**src/rtl/ysyx_22041207_mem_axi_bridge.sv**
```systemverilog
// Purpose: MEM-stage load/store responder; runs each accepted request as one single-beat AXI4-Lite transaction.
// Latency: accept at T, AXI address handshake T+1, response T+2, completion valid T+3 (zero-wait slave).
// Backpressure: requests accepted only in IDLE; completions held until MEM takes them; a watchdog bounds B/R waits.
//
// Ports: clk, rst_n (async, active low)
//   MEM write : w_valid_i/w_ready_o/w_addr_i/w_data_i/w_mask_i, completion w_valid_o/w_ready_i
//   MEM read  : rx_r_valid_i/rx_r_ready_o/rx_r_addr_i/rx_r_size_i, data rx_data_read_o/rx_data_valid/rx_data_ready
//   bus_err   : one-cycle pulse when a completion carries an error (slave error or watchdog expiry)
//   AXI4-Lite : AW, W, B, AR, R channels (single outstanding transaction)
module ysyx_22041207_mem_axi_bridge #(
  parameter int TIMEOUT = 1024
) (
  input  logic        clk,
  input  logic        rst_n,
  input  logic        w_valid_i,
  output logic        w_ready_o,
  input  logic [63:0] w_addr_i,
  input  logic [63:0] w_data_i,
  input  logic [7:0]  w_mask_i,
  output logic        w_valid_o,
  input  logic        w_ready_i,
  input  logic        rx_r_valid_i,
  output logic        rx_r_ready_o,
  input  logic [63:0] rx_r_addr_i,
  input  logic [7:0]  rx_r_size_i,
  output logic [63:0] rx_data_read_o,
  output logic        rx_data_valid,
  input  logic        rx_data_ready,
  output logic        bus_err,
  output logic        awvalid,
  input  logic        awready,
  output logic [63:0] awaddr,
  output logic        wvalid,
  input  logic        wready,
  output logic [63:0] wdata,
  output logic [7:0]  wstrb,
  input  logic        bvalid,
  output logic        bready,
  input  logic [1:0]  bresp,
  output logic        arvalid,
  input  logic        arready,
  output logic [63:0] araddr,
  output logic [2:0]  arsize,
  input  logic        rvalid,
  output logic        rready,
  input  logic [63:0] rdata,
  input  logic [1:0]  rresp
);

  typedef enum logic [2:0] {
    IDLE, W_REQ, W_RESP, W_DONE, R_REQ, R_DATA, R_DONE
  } state_t;

  // Watchdog counts 0..TIMEOUT-1; the cycle it sits at TIMEOUT-1 is the last one allowed.
  localparam int TW = (TIMEOUT > 1) ? $clog2(TIMEOUT) : 1;
  localparam logic [TW-1:0] WD_LAST = TW'((TIMEOUT > 0) ? TIMEOUT - 1 : 0);

  state_t        state, state_next;
  logic [63:0]   addr_q;
  logic [63:0]   data_q;
  logic [7:0]    mask_q;
  logic [2:0]    size_q;
  logic          aw_done_q;
  logic          w_done_q;
  logic [TW-1:0] timer_q;
  logic          aw_hs;
  logic          w_hs;
  logic          wd_fire;

  function automatic logic [2:0] size_enc(input logic [7:0] s);
    case (s)
      8'd1:    return 3'd0;
      8'd2:    return 3'd1;
      8'd4:    return 3'd2;
      default: return 3'd3;
    endcase
  endfunction

  assign w_ready_o     = (state == IDLE);
  assign rx_r_ready_o  = (state == IDLE);
  assign w_valid_o     = (state == W_DONE);
  assign rx_data_valid = (state == R_DONE);
  assign awvalid       = (state == W_REQ) && !aw_done_q;
  assign wvalid        = (state == W_REQ) && !w_done_q;
  assign bready        = (state == W_RESP);
  assign arvalid       = (state == R_REQ);
  assign rready        = (state == R_DATA);
  assign awaddr        = addr_q;
  assign wdata         = data_q;
  assign wstrb         = mask_q;
  assign araddr        = {addr_q[63:3], 3'b000};
  assign arsize        = size_q;

  assign aw_hs   = awvalid && awready;
  assign w_hs    = wvalid && wready;
  assign wd_fire = (TIMEOUT != 0) && (timer_q == WD_LAST) &&
                   ((state == W_RESP) || (state == R_DATA));

  always_ff @(posedge clk or negedge rst_n) begin
    if (!rst_n) begin
      state <= IDLE;
    end else begin
      state <= state_next;
    end
  end

  always_comb begin
    state_next = state;
    case (state)
      IDLE: begin
        // Write wins a tie; the read stays pending on the MEM side.
        if (w_valid_i)         state_next = W_REQ;
        else if (rx_r_valid_i) state_next = R_REQ;
      end
      W_REQ:  if ((aw_done_q || aw_hs) && (w_done_q || w_hs)) state_next = W_RESP;
      W_RESP: if (bvalid || wd_fire) state_next = W_DONE;
      W_DONE: if (w_ready_i) state_next = IDLE;
      R_REQ:  if (arready) state_next = R_DATA;
      R_DATA: if (rvalid || wd_fire) state_next = R_DONE;
      R_DONE: if (rx_data_ready) state_next = IDLE;
      default: state_next = IDLE;
    endcase
  end

  always_ff @(posedge clk or negedge rst_n) begin
    if (!rst_n) begin
      addr_q         <= '0;
      data_q         <= '0;
      mask_q         <= '0;
      size_q         <= '0;
      aw_done_q      <= 1'b0;
      w_done_q       <= 1'b0;
      timer_q        <= '0;
      rx_data_read_o <= '0;
      bus_err        <= 1'b0;
    end else begin
      bus_err <= 1'b0;
      case (state)
        IDLE: begin
          aw_done_q <= 1'b0;
          w_done_q  <= 1'b0;
          if (w_valid_i) begin
            addr_q <= w_addr_i;
            data_q <= w_data_i;
            mask_q <= w_mask_i;
          end else if (rx_r_valid_i) begin
            addr_q <= rx_r_addr_i;
            size_q <= size_enc(rx_r_size_i);
          end
        end
        W_REQ: begin
          if (aw_hs) aw_done_q <= 1'b1;
          if (w_hs)  w_done_q  <= 1'b1;
        end
        W_RESP: begin
          // A real response beats an expiring watchdog in the same cycle.
          if (bvalid)       bus_err <= |bresp;
          else if (wd_fire) bus_err <= 1'b1;
        end
        R_DATA: begin
          if (rvalid) begin
            rx_data_read_o <= rdata >> {addr_q[2:0], 3'b000};
            bus_err        <= |rresp;
          end else if (wd_fire) begin
            rx_data_read_o <= '0;
            bus_err        <= 1'b1;
          end
        end
        default: ;
      endcase

      if (state_next != state) begin
        timer_q <= '0;
      end else if ((state == W_RESP) || (state == R_DATA)) begin
        timer_q <= timer_q + 1'b1;
      end
    end
  end

endmodule

```
**config.mk**
```make
export PLATFORM = sky130hd
export DESIGN_NAME = ysyx_22041207_mem_axi_bridge
export DESIGN_NICKNAME = d
export VERILOG_FILES = /design/src/rtl/ysyx_22041207_mem_axi_bridge.sv
export SDC_FILE = /design/constraint.sdc
export NUM_CORES = 1
export LEC_CHECK = 0
export ABC_AREA = 1
export CAP_MARGIN = 20
export CELL_PAD_IN_SITES_DETAIL_PLACEMENT = 1
export CELL_PAD_IN_SITES_GLOBAL_PLACEMENT = 1
export CORE_MARGIN = 5
export CORE_UTILIZATION = 26
export CTS_BUF_LIST = sky130_fd_sc_hd__clkbuf_16
export DETAILED_ROUTE_END_ITERATION = 6
export PLACE_DENSITY_LB_ADDON = 0.1
export SYNTH_ARGS = -nofsm -noshare
export SYNTH_HDL_FRONTEND = slang
export SYNTH_SLANG_ARGS = --single-unit
```
**constraint.sdc**
```tcl
create_clock -name clk -period 1.7 [get_ports clk]
set_input_delay 0.34 -clock clk [delete_from_list [all_inputs] [get_ports clk]]
set_output_delay 0.34 -clock clk [all_outputs]
set_load 0.01 [all_outputs]
```
; Word-level counts from Yosys, hierarchy flattened
; Index checks and enable logic that the tools add are counted.
[op_classes]
reduce_logical = 26
n_bitwise = 1
shifts = 1
n_mul = 0
magnitude_cmp = 0
n_addsub = 1
n_div = 0
n_eq_ne = 13
mux = 24
[op_table]
columns = cell, n
row1 = 64-bit 2-to-1 mux, 4
row2 = 64-bit by 6-bit right shift with 64-bit output, 1
row3 = 3-bit 2-to-1 mux, 8
row4 = 3-bit one-hot mux with 7 select lines, 1
row5 = 10-bit 2-to-1 mux, 2
row6 = 10-bit by 1-bit adder with 10-bit output (second input constant), 1
row7 = 10-bit equality test (second input constant), 1
row8 = 2-bit AND reduction, 5
row9 = 3-bit equality test (second input constant), 3
row10 = 8-bit by 1-bit equality test with 1-bit output (second input constant), 1
row11 = 8-bit by 2-bit equality test with 1-bit output (second input constant), 1
row12 = 8-bit by 3-bit equality test with 1-bit output (second input constant), 1
row13 = 2-bit nonzero test, 4
row14 = 3-bit by 2-bit equality test with 1-bit output (second input constant), 2
row15 = 1-bit logical AND, 6
row16 = 1-bit one-hot mux with 2 select lines, 3
row17 = 2-bit one-hot mux with 3 select lines, 1
row18 = 1-bit logical OR, 5
row19 = 1-bit 2-to-1 mux, 5
row20 = 2-bit inequality test (second input constant), 2
row21 = 2-bit OR reduction, 2
row22 = 3-bit by 1-bit equality test with 1-bit output (second input constant), 1
row23 = 3-bit zero test, 1
row24 = 3-bit inequality test, 1
row25 = other kinds (3), 4
[totals]
ramBits = 0
word_cells = 76
reg_bits = 219
mem_bits_ro = 0
latch_bits = 0
mem_count = 0

; Depth between registers and ports, before layout
[depth]
depth_word = 9
depth_mapped = 13
depth_no_buf = 13

; Worst setup path after synthesis
; OpenSTA, ideal clock, no wires.
[synth_timing]
path_kind = register to register
start = register state[1]
end = register timer_q[3]
n_path_buf = 0
setup_time_ns = 0.120
path_stages_with_launch = 13
period_less_slack_ns = 1.629
required_time_ns = 1.580
t_arrival_ns = 1.509
slack_ns = 0.071
path_cell_list = dfrtp_1 inv_2 nand3_1 nor2_1 nand2_1 nand2_1 nand2_1 nand2_1 nand2_1 o21ai_1 nand2_1 nand2_4 nor2_1
[synth_between]
elab_chain_len = 9
word_cells_on_any_way = 30
classes_between = eq/ne: 7 / mux: 10 / reduce/logical: 13
[synth_rtl]
columns = element, line_no
row1 = from (decl), 58  ; state_t state, state_next;
row2 = from (signal assigned), 103  ; state <= state_next;
row3 = 3-bit by 1-bit equality test with 1-bit output *, 84  ; assign wvalid = (state == W_REQ) && !w_done_q;
row4 = 1-bit logical AND *, 84
row5 = via wvalid, 33  ; output logic wvalid,
row6 = 1-bit logical AND *, 95  ; assign w_hs = wvalid && wready;
row7 = 1-bit logical OR *, 115  ; W_REQ: if ((aw_done_q || aw_hs) && (w_done_q || w_hs)) state_next = W_RESP;
row8 = 1-bit logical AND *, 115
row9 = 3-bit 2-to-1 mux *, 115
row10 = 3-bit one-hot mux with 7 select lines *, 109  ; case (state)
row11 = 3-bit inequality test *, 172  ; if (state_next != state) begin
row12 = 10-bit 2-to-1 mux / 2-bit nonzero test (equally long branches), --
row13 = to (signal assigned), 175  ; timer_q <= timer_q + 1'b1;
row14 = to (decl), 65  ; logic [TW-1:0] timer_q;
; Mark *: on every way through the listed nets, which the timed path passes. The rest lies on a longest branch.
; A chain may end at the register's enable or synchronous reset.

; Worst setup path in the final report
[layout_timing]
start = register state[2]
end = register timer_q[5]
[layout_between]
elab_chain_len = 9
word_cells_on_any_way = 30
classes_between = eq/ne: 7 / mux: 10 / reduce/logical: 13
[layout_rtl]
columns = element, line_no
row1 = 3-bit by 1-bit equality test with 1-bit output, "83, 84, 109"
row2 = 1-bit logical AND (on tied branches), "83, 84"
row3 = 1-bit logical AND (on tied branches), "94, 95"
row4 = 1-bit logical OR, 115
row5 = 1-bit logical AND, 115
row6 = 3-bit 2-to-1 mux, 115
row7 = 3-bit one-hot mux with 7 select lines, 109
row8 = 3-bit inequality test, 172
row9 = 10-bit 2-to-1 mux / 2-bit nonzero test (equally long branches), --
; Parallel ways exist; a longest one is shown, timed or not.

==> impl_metrics.toml <==
[outcome]
status = "complete, but fails checks"
violations = "negative setup slack"

[routing]
drc = 0
first_iter_violations = 611
wl_per_cell_um = 24.12
wirelength_um = 65860
drtPass1Iterations = 5
ant_nets = 0
via_per_inst = 4.772
vias = 13033

[floorplanning]
die_area_mm2 = 0.04797
ios = 564
die_x_um = 219.0
die_y_um = 219.0
initial_utilization = 0.2631
core_mm2 = 0.04317
num_rows = 76

[timing]
finalSetupViolations = 221
finalHoldViolCount = 0
grt_setup_unrepaired = "yes"
worst_slack_ns = -0.2396
max_freq_ghz = 0.5156
fin_crit_sh = 1.141
final_max_slew_viol_count = 0
slew_headroom = 0.5542
clock_skew_ns = 0.02192
worstMarginPinSlew_ns = 0.6618
min_period_ns = 1.940

[place]
dp_hpwl_um = 44330
dpl_worst_slack_ns = -0.1869
gp_congestion = 0.8346
portBuffers = 559
placed_area_mm2 = 0.01814

[synthesis]
synth_area_leaders = "dfrtp_1, nand2_1, o21ai_0, buf_4, o21a_1"
seq_area_frac_synth = 0.4802
synth_area_mm2 = 0.01136
ys_warn_count = 0
avgSynthCellArea_um2 = 7.872
syn_inst = 1443
ys_ff_latch = 218
yosysTopAreaCell = "dfrtp_1"
ys_types = 37
synth_top_area_frac = 0.4802

[clocking]
clock-sinks = 218
cts_tree = "yes"
clock_tree.buffer_depth = 3
clk_latency_ns = 0.56
cts_made_buffers = 28
htree_levels = 1
cts_root_buf = "clkbuf_16"
path_clk_slew_ns = 0.06

[layout]
final_area_mm2 = 0.02227
final_cell_mix = "nand2_1, clkdlybuf4s50_1, dlygate4sd2_1"
syn2layout_area_growth_pct = 96.06
drive_above_1_share = 0.3199
final_common_cell = "nand2_1"
nNetsFinal = 2411
fillers = 4960

[flow_run]
maxCapViolCount = 0

[global_routing]
grt_pass1_vias = 14047
antenna_found_initial = 5
track_usage = 0.2520
grt_overflow = 0
grt_start_max_net_pins = 61
grt_pass1_wl_um = 91580

[setup_path]
reg2reg_slack_ns = -0.24
crit_required_ns = 2.15
start_kind = "flop"
crit_type = "reg -> reg"
r2r-end = "timer_q[5]$_DFFE_PN0P_"
cp-end-kind = "flop"
reg2reg_depth = 15
crit_arrival_ns = 2.39
timing.rr.start = "state[2]$_DFF_PN0_"
path_max_fanout = 5

[power_and_ir_drop]
p_leak_nw = 10.53
p_per_area_mw_per_mm2 = 1745
ir_drop_mv = 0.8388

[hold_path]
hold_class = "in -> async"
critical path, stage by stage (launching register included):
cell and delay (ns):
dfrtp_1 0.40, buf_6 0.14, nor2_4 0.13, nand2_2 0.09
buf_6 0.13, buf_6 0.11, nor2_4 0.12, inv_4 0.07
nand2_4 0.08, nor2_4 0.04, nand2_4 0.10, nor2_4 0.05
nand2_2 0.08, nand2_4 0.11, nand2_8 0.13, nor2_2 0.04
synth_stat cells:
| library cell | number |
|---|---|
| o21a_1 | 61 |
| o41ai_1 | 1 |
| o21ai_1 | 1 |
| nor2_1 | 37 |
| nand3_1 | 48 |
| buf_2 | 25 |
| buf_4 | 66 |
| nand2_2 | 3 |
| ha_1 | 1 |
| nand2_4 | 1 |
| nand2_1 | 585 |
| clkinv_1 | 1 |
| o211ai_1 | 9 |
| nor2_2 | 9 |
| nand4_2 | 1 |
| inv_1 | 39 |
| a31oi_1 | 1 |
| buf_1 | 6 |
| a21oi_1 | 5 |
| o221ai_1 | 1 |
| xor2_1 | 8 |
| inv_2 | 3 |
| inv_4 | 1 |
| o22ai_1 | 15 |
| nor3_2 | 1 |
| conb_1 | 1 |
| nor3_1 | 3 |
| nor2_4 | 1 |
| o21bai_1 | 1 |
| clkbuf_1 | 56 |
| nand4_1 | 3 |
| o21ai_0 | 120 |
| dfrtp_1 | 218 |
| mux2i_1 | 12 |
| a22o_1 | 3 |
| o31ai_1 | 32 |
| or2_2 | 64 |
per-stage QoR:
| step | hold slack, ns | util | TNS [ns] | std cells | power [mW] |
|---|---|---|---|---|---|
| finish | 0.2947 | 0.5159 | -33.00 | 2731 | 38.85 |
| global placement | 0.3124 | 0.4201 | -6.214 | 2565 | 27.41 |
| global route | 0.3090 | 0.5159 | -50.72 | 2731 | 40.99 |
| CTS | 0.2936 | 0.4798 | -26.45 | 2696 | 36.38 |
| detailed placement | 0.3145 | 0.4201 | -13.18 | 2565 | 27.64 |
| floorplan | 0.04441 | - | 0 | 1446 | 17.00 |
layer usage:
metal | track usage | up-vias | routed length (um)
li1 | - | 5955 | -
met4 | 0.05359 | 0 | 1434
met5 | 0 | - | 0
met1 | 0.3061 | 6612 | 26050
met3 | 0.04801 | 65 | 3289
met2 | 0.4639 | 401 | 35090
state kept, by name (all words and copies together), names as in the netlist:
signal and flops:
bus_err 1, state 3, aw_done_q 1, wdata 64, rx_data_read_o 64, arsize 2, awaddr 64, timer_q 10
w_done_q 1, wstrb 8
kinds of logic (layout without fill, tap and decap cells):
kind of cell             after synthesis  after routing  synth area share
adder cells (fa/ha/maj)                1              1          0.001101
AND/OR/NAND/NOR                      756            757            0.2755
other                                  1              9         0.0003301
flip-flops                           218            218            0.4802
buffers and inverters                197            891           0.08988
multiplexers                          12             12           0.01057
AO/OA/AOI/OAI                        250            250            0.1362
XOR/XNOR                               8              8          0.006168
layout make-up:
cell class                      count  area (um^2)  area share
Antenna cell                        5        12.51   0.0005618
Clock buffer                       29        725.7     0.03258
Clock inverter                     19        217.7    0.009775
Inverter                           44        183.9    0.008258
Multi-Input combinational cell   1032         6379      0.2864
Sequential cell                   218         5474      0.2458
Tap cell                          585        732.0     0.03287
Timing Repair Buffer              799         8547      0.3838
report_power, final:
group | switching [mW] | total [mW] | internal, mW
clock | 2.51 | 6.32 | 3.82
sequential | 1.99 | 9.43 | 7.44
combinational | 11.9 | 23.1 | 11.2
total | 16.4 | 38.9 | 22.4
how the worst max path moves through the flow:
stage                        from                             end  slack (ns)  cells past startpoint
2_1_floorplan  state[1]$_DFF_PN0_          timer_q[3]$_DFFE_PN0P_        0.07                     12
3_3_place_gp            rdata[49]   rx_data_read_o[1]$_DFFE_PN0P_       -0.18                      7
3_5_place_dp               rvalid  rx_data_read_o[21]$_DFFE_PN0P_       -0.19                      8
4_1_cts        state[2]$_DFF_PN0_          awaddr[49]$_DFFE_PN0P_       -0.23                     12
5_1_grt        state[2]$_DFF_PN0_          timer_q[3]$_DFFE_PN0P_       -0.35                     15
6_report       state[2]$_DFF_PN0_          timer_q[5]$_DFFE_PN0P_       -0.24                     15
what timing repair did:
item,4_1_cts,5_1_grt
hold buffers,1,0
endpoints found under the setup margin,399,236
resized for setup,561,323
setup buffers,56,28
cloned,27,17
endpoints found under the hold margin,42,0
pin swaps,18,63
Power figures use the tool's default switching activity.
